$ cat config.mk
export PLATFORM = sky130hd
export DESIGN_NAME = serial_to_parallel
export DESIGN_NICKNAME = d
export VERILOG_FILES = /design/src/rtl/serial_to_parallel.sv
export SDC_FILE = /design/constraint.sdc
export NUM_CORES = 1
export LEC_CHECK = 0
export ABC_AREA = 1
export CORE_ASPECT_RATIO = 1.2
export CORE_MARGIN = 3
export CORE_UTILIZATION = 30
export CTS_CLUSTER_SIZE = 16
export DETAILED_ROUTE_END_ITERATION = 16
export GPL_TIMING_DRIVEN = 0
export PLACE_DENSITY = 0.6
export SYNTH_ARGS = -nofsm -noshare
export SYNTH_HDL_FRONTEND = slang
export SYNTH_SLANG_ARGS = --single-unit
$ cat constraint.sdc
create_clock -name clk -period 2.4 [get_ports clk]
set_input_delay 0.36 -clock clk [delete_from_list [all_inputs] [get_ports clk]]
set_output_delay 0.36 -clock clk [all_outputs]
set_load 0.01 [all_outputs]
$ cat src/rtl/serial_to_parallel.sv
// serial_to_parallel: packs a serial bit stream into 2-bit (QPSK) or 4-bit
// (16QAM) symbols. Completed symbols go through a small FIFO to a
// valid/ready symbol port.
// Optional feature: define S2P_SYMBOL_COUNT_EN to build a counter of popped
// symbols on sym_count. Without the macro, sym_count is tied to 0.
module serial_to_parallel #(
  parameter int unsigned FIFO_DEPTH = 4,
  parameter int unsigned CNT_W      = 32
) (
  input  logic                          clk,
  input  logic                          rst_n,
  input  logic                          mod_type,
  input  logic                          sync_clr,
  input  logic                          bit_in,
  input  logic                          bit_valid,
  output logic                          bit_ready,
  output logic [3:0]                    sym_data,
  output logic                          sym_mod_type,
  output logic                          sym_valid,
  input  logic                          sym_ready,
  output logic [$clog2(FIFO_DEPTH):0]   fifo_level,
  output logic [CNT_W-1:0]              sym_count
);

  localparam int unsigned PTR_W = $clog2(FIFO_DEPTH);
  localparam int unsigned LVL_W = PTR_W + 1;

  typedef enum logic {IDLE, ACC} state_e;

  typedef struct packed {
    logic       mod;
    logic [3:0] data;
  } sym_t;

  state_e           state_q;
  logic [1:0]       cnt_q;
  logic [2:0]       shift_q;
  logic             mod_q;

  sym_t             mem_q [FIFO_DEPTH];
  logic [PTR_W-1:0] wr_ptr_q;
  logic [PTR_W-1:0] rd_ptr_q;
  logic [LVL_W-1:0] level_q;

  logic             fifo_full_c;
  logic             bit_acc_c;
  logic             cur_mod_c;
  logic             last_c;
  logic             push_c;
  logic             pop_c;
  sym_t             push_sym_c;

  // Handshake and symbol-completion decode from registered state
  always_comb begin
    fifo_full_c = (level_q == LVL_W'(FIFO_DEPTH));
    bit_ready   = !fifo_full_c && !sync_clr;
    bit_acc_c   = bit_valid && bit_ready;
    cur_mod_c   = (state_q == IDLE) ? mod_type : mod_q;
    last_c      = cur_mod_c ? (cnt_q == 2'd3) : (cnt_q == 2'd1);
    push_c      = bit_acc_c && last_c;
    pop_c       = sym_valid && sym_ready && !sync_clr;
    push_sym_c.mod  = cur_mod_c;
    push_sym_c.data = cur_mod_c ? {shift_q, bit_in} : {2'b00, shift_q[0], bit_in};
  end

  // FIFO head drives the symbol port directly
  always_comb begin
    sym_valid    = (level_q != '0);
    sym_data     = mem_q[rd_ptr_q].data;
    sym_mod_type = mem_q[rd_ptr_q].mod;
    fifo_level   = level_q;
  end

  // Bit-counter FSM; shift register is cleared between symbols so the
  // first bit always starts from zero
  always_ff @(posedge clk or negedge rst_n) begin
    if (!rst_n) begin
      state_q <= IDLE;
      cnt_q   <= 2'd0;
      shift_q <= 3'd0;
      mod_q   <= 1'b0;
    end else if (sync_clr) begin
      state_q <= IDLE;
      cnt_q   <= 2'd0;
      shift_q <= 3'd0;
    end else if (bit_acc_c) begin
      if (state_q == IDLE) begin
        mod_q <= mod_type;
      end
      if (last_c) begin
        state_q <= IDLE;
        cnt_q   <= 2'd0;
        shift_q <= 3'd0;
      end else begin
        state_q <= ACC;
        cnt_q   <= cnt_q + 2'd1;
        shift_q <= {shift_q[1:0], bit_in};
      end
    end
  end

  // Symbol storage; written on the last bit of each symbol
  always_ff @(posedge clk or negedge rst_n) begin
    if (!rst_n) begin
      for (int i = 0; i < int'(FIFO_DEPTH); i++) begin
        mem_q[i] <= '0;
      end
    end else if (push_c) begin
      mem_q[wr_ptr_q] <= push_sym_c;
    end
  end

  // FIFO pointers and occupancy; sync clear flushes everything
  always_ff @(posedge clk or negedge rst_n) begin
    if (!rst_n) begin
      wr_ptr_q <= '0;
      rd_ptr_q <= '0;
      level_q  <= '0;
    end else if (sync_clr) begin
      wr_ptr_q <= '0;
      rd_ptr_q <= '0;
      level_q  <= '0;
    end else begin
      if (push_c) begin
        wr_ptr_q <= wr_ptr_q + PTR_W'(1);
      end
      if (pop_c) begin
        rd_ptr_q <= rd_ptr_q + PTR_W'(1);
      end
      case ({push_c, pop_c})
        2'b10:   level_q <= level_q + LVL_W'(1);
        2'b01:   level_q <= level_q - LVL_W'(1);
        default: level_q <= level_q;
      endcase
    end
  end

`ifdef S2P_SYMBOL_COUNT_EN
  logic [CNT_W-1:0] sym_cnt_q;

  // Popped-symbol counter; only rst_n clears it
  always_ff @(posedge clk or negedge rst_n) begin
    if (!rst_n) begin
      sym_cnt_q <= '0;
    end else if (pop_c) begin
      sym_cnt_q <= sym_cnt_q + CNT_W'(1);
    end
  end

  assign sym_count = sym_cnt_q;
`else
  assign sym_count = '0;
`endif

endmodule

# Yosys cells after proc, flatten, opt, wreduce, memory -nomap -nowiden
# Index checks and enable logic that the tools add are counted.
# op_classes
add_sub_neg,5
n_lt_le_gt_ge,3
n_eq_ne,5
mux,24
n_bitwise,3
n_reduce_logical,14
# op_table
operator,n
bitwise mux 20 bit,1
2-to-1 mux 5 bit,3
2-to-1 mux 2 bit,7
2-to-1 mux 3 bit,4
binary-select mux 5 bit (select 2 bit),1
demux 5 bit (select 2 bit),1
"adder 2 x 1 -> 2 bit, second input constant",3
"greater-or-equal comparator 3 bit, second input constant",2
logical AND 1 bit,6
NOT 2 -> 3 bit,2
one-hot mux 3 bit (2 select lines),1
nonzero test 2 bit,3
nonzero test 3 bit,2
2-to-1 mux 1 bit,5
"equality test 2 x 1 -> 1 bit, second input constant",2
"equality test 2 bit, second input constant",2
2-to-1 mux 4 bit,1
"adder 3 x 1 -> 3 bit, second input constant",1
"equality test 3 bit, second input constant",1
"< comparator 3 x 1 -> 1 bit, second input constant",1
"subtractor 3 x 1 -> 3 bit, second input constant",1
logical NOT 1 bit,2
AND reduction 2 bit,1
NOT 1 bit,1
# word_totals
register_bits,34
inputBits,7
out_inout_bits,42
word_cells,69

# Longest topological paths before layout
# logic_depth
ltp_word,8
depth_mapped,13
depth_no_buf,13

# Least setup slack after synthesis
# OpenSTA, ideal clock, no wires.
# synth_timing
path_type,register to register
from,"register level_q[0], in the netlist fifo_level[0]"
to,"register level_q[2], in the netlist fifo_level[2]"
arrival_time_ps,1918
required_ps,2284
slack_ps,366
path_stages_with_launch,13
synth_period_minus_slack_ps,2034
path_cell_list,dfrtp_1 -> inv_1 -> nand3_1 -> nand3_4 -> nor2_4 -> nor2_2 -> fa_1 -> xnor2_1 -> inv_1 -> nand2_1 -> nand2_1 -> nand2_1 -> nand2_1
# synth_between
elab_chain_cells,8
# synth_rtl
item,line_no,rtl
start: declaration,43,logic [LVL_W-1:0] level_q;
start signal: assignment,131,2'b10: level_q <= level_q + LVL_W'(1);
start signal: assignment,132,2'b01: level_q <= level_q - LVL_W'(1);
start signal: assignment,133,default: level_q <= level_q;
equality test 3 bit,55,fifo_full_c = (level_q == LVL_W'(FIFO_DEPTH));
logical NOT 1 bit,56,bit_ready = !fifo_full_c && !sync_clr;
logical AND 1 bit,56,
logical AND 1 bit,57,bit_acc_c = bit_valid && bit_ready;
logical AND 1 bit,60,push_c = bit_acc_c && last_c;
equality test 2 x 1 -> 1 bit or equality test 2 bit (tied branches),130,"case ({push_c, pop_c})"
one-hot mux 3 bit (2 select lines),130,
2-to-1 mux 3 bit,119,end else if (sync_clr) begin
# Several ways; a longest one is shown, not always the timed one.
# A chain may end at the register's enable or synchronous reset.

# Worst setup path after layout
# layout_timing
from,register rd_ptr_q[0]
to,output port sym_data[1]
# layout_between
elab_chain_cells,4
# layout_rtl
item,line_no,rtl
start: declaration,42,logic [PTR_W-1:0] rd_ptr_q;
start signal: assignment,128,rd_ptr_q <= rd_ptr_q + PTR_W'(1);
NOT 2 -> 3 bit (implied by the code),69,sym_data = mem_q[rd_ptr_q].data;
binary-select mux 5 bit (select 2 bit),69,
2-to-1 mux 5 bit (2 in series),--,
end: declaration,17,"output logic [3:0] sym_data,"
# Every way passes these cells. The select of a mux whose other input is x is not followed.

==> reports/metrics.yaml <==
status: "complete, no violations"
path_cells: "inv_1 > clkbuf_2 > nor2_1 > o22ai_1 > clkdlybuf4s50_1"
globalplace.congestion: 0.803
cts_sinks: 34
reg2reg_depth: 13
top_level_ports: 49
switchingPower_uw: 358
slowest_stage: "clkdlybuf4s50_1"
worstPathRequired_ps: 2040
netlist_instances: 222
cts_max_path_buffers: 2
die_x_um: 78.1
drtAntennaViolNets: 0
tns_ps: 0
grt_pass1_vias: 1428
ys_types: 24
cp-end-kind: "output port"
r2r-start: "fifo_level[0]$_DFFE_PN0P_"
cts_htree_levels: 2
reg2reg_setup_slack_ps: 370
yosys_warnings: 0
grt_usage: 0.110
total_power_uw: 1330
rows: 30
gr-total-overflow: 0
p_clk_frac: 0.323
p_per_area_mw_per_mm2: 563
maxCapViolations: 0
rsz0062_at_grt: "no"
antenna_found_initial: 0
die_area_mm2: 0.00723
numPortBuffers: 16
crit_path_max_fanout: 10
seq_power_share: 0.479
multi_input_area_um2: 820
ys_seq_elements: 34
path_clk_slew_ps: 70
p_int_uw: 968
start_util: 0.320
insertion_delay_ps: 280
die_y_um: 92.6
vias: 1475
routed_wl_um: 3720
layout_common_cells: "nand2_1, o21ai_0, buf_4, dfrtp_1, conb_1"
fillerInstances: 628
crit_family: "buffers and inverters"
p_leak_uw: 0.00118
vias_per_cell: 4.11
synth.avg_cell_area_um2: 8.44
grt_start_max_net_pins: 35
finalClockSkew_ps: 4.87
fin_crit_sh: 0.910
final_nets: 290
cts_root_buf: "clkbuf_8"
switching_share: 0.270
arrival_ps: 1820
drive_gt1_frac: 0.204
drv_slew: 0
cts_tree: "done"
grt_pass1_wl_um: 6290
finalSetupViolCount: 0
p_comb_frac: 0.198
core_mm2: 0.00586
fin_util: 0.402
area_growth_pct: 25.7
final-seq-area_um2: 851
netlist_area_mm2: 0.00187
tightest_slew_ps: 746
drtIter0Drc: 83
ys_seq_area_frac: 0.454
drc_errors: 0
hpwlAfterDp_um: 2740
critPathBufInv: 3
hp-class: "input port to asynchronous set/reset pin"
first_pass_iters: 4
max_stage_delay_ps: 570
wire_per_inst_um: 10.4
cts_buffers: 5
ir_worst_vdd_uv: 297
max_freq_ghz: 0.458
layout_commonest_cell: "nand2_1"
finalCriticalPeriod_ps: 2180
hold_violations: 0
cp-start-kind: "flip-flop"
timing_worst_setup_path_type: "flip-flop to output port"
slew_headroom: 0.502
diodes: 0
hold_slack_ps: 129
r2r_end: "fifo_level[2]$_DFFE_PN0P_"
## how the worst max path moves through the flow
stage,startpoint,end,slack [ps],depth (start not counted)
after floorplan,fifo_level[0]$_DFFE_PN0P_,fifo_level[2]$_DFFE_PN0P_,370,12
after global placement,sync_clr,fifo_level[2]$_DFFE_PN0P_,-240,12
after detailed placement,sync_clr,fifo_level[2]$_DFFE_PN0P_,-290,12
after CTS,sync_clr,fifo_level[2]$_DFFE_PN0P_,10,12
after global routing,sync_clr,fifo_level[2]$_DFFE_PN0P_,60,12
final,rd_ptr_q[0]$_DFFE_PN0P_,sym_data[1],220,5
## repair_timing
item | in CTS | in global routing
endpoints found under the hold margin | 0 | 0
endpoints found under the setup margin | 0 | 6
setup buffers | 0 | 2
hold buffers | 0 | 0
resized for setup | 0 | 4
## power groups by stage
stage          logic, µW  registers [µW]  clock network, µW
2_1_floorplan        168             641                  0
3_3_place_gp         261             644                  0
3_5_place_dp         262             645                  0
4_1_cts              262             635                445
5_1_grt              295             640                475
6_report             262             635                428
## registers in the layout, indices dropped and copies added (netlist names)
signal / cells
mem_q: 20
fifo_level: 3
shift_q: 3
cnt_q: 2
rd_ptr_q: 2
wr_ptr_q: 2
mod_q: 1
state_q: 1
## through the flow
| stage | instances | instance area (µm²) | worst slack, ps |
|---|---|---|---|
| after floorplan | 253 | 1990 | 366 |
| after global placement | 349 | 2250 | -235 |
| after detailed placement | 349 | 2240 | -290 |
| after CTS | 357 | 2340 | 11.3 |
| after global routing | 359 | 2350 | 62.8 |
| final | 359 | 2350 | 216 |
## synth_stat cells
cell / n / area (µm²)
inv_2: 3 / 11.3
nand2_1: 45 / 169
xnor2_1: 1 / 8.76
nand3_4: 1 / 17.5
inv_1: 16 / 60.1
fa_1: 1 / 20.0
nand2_4: 1 / 11.3
nor2_4: 1 / 11.3
nor2_1: 14 / 52.6
a21oi_2: 1 / 8.76
clkbuf_1: 2 / 7.51
conb_1: 1 / 3.75
nand3_1: 8 / 40.0
dfrtp_1: 34 / 851
nand2_2: 4 / 25.0
nor2_2: 2 / 12.5
o21ai_0: 39 / 195
buf_4: 32 / 240
o22ai_1: 7 / 43.8
nand3b_1: 1 / 7.51
ha_1: 4 / 50.1
xor2_1: 1 / 8.76
a211oi_1: 1 / 7.51
a21oi_1: 2 / 10.0
## kinds of logic (layout without fill, tap and decap cells)
family,after synthesis,after routing,synth area share
AO/OA/AOI/OAI,50,50,0.142
other,1,32,0.00200
flip-flops,34,34,0.454
XOR/XNOR,2,2,0.00935
AND/OR/NAND/NOR,77,77,0.185
buffers and inverters,53,79,0.170
adder cells (fa/ha/maj),5,5,0.0374
## per-layer routing
| layer | wire [µm] | up-vias | global-route usage | part of all wire |
|---|---|---|---|---|
| met2 | 1680 | 44 | 0.181 | 0.45 |
| met3 | 227 | 9 | 0.0321 | 0.061 |
| met5 | 0 | - | 0 | 0 |
| met1 | 1740 | 655 | 0.130 | 0.47 |
| met4 | 70 | 0 | 0.0525 | 0.019 |
| li1 | - | 767 | - | - |
## area by class of cell
class / instances / share of cell area
clock inverters: 1 / 0.00213
multi-input cells: 166 / 0.348
repair buffers: 18 / 0.0723
well taps: 80 / 0.0425
clock buffers: 7 / 0.0367
plain buffers: 34 / 0.106
inverters: 19 / 0.0303
flip-flops and latches: 34 / 0.362
(Power assumes the default switching activity.)
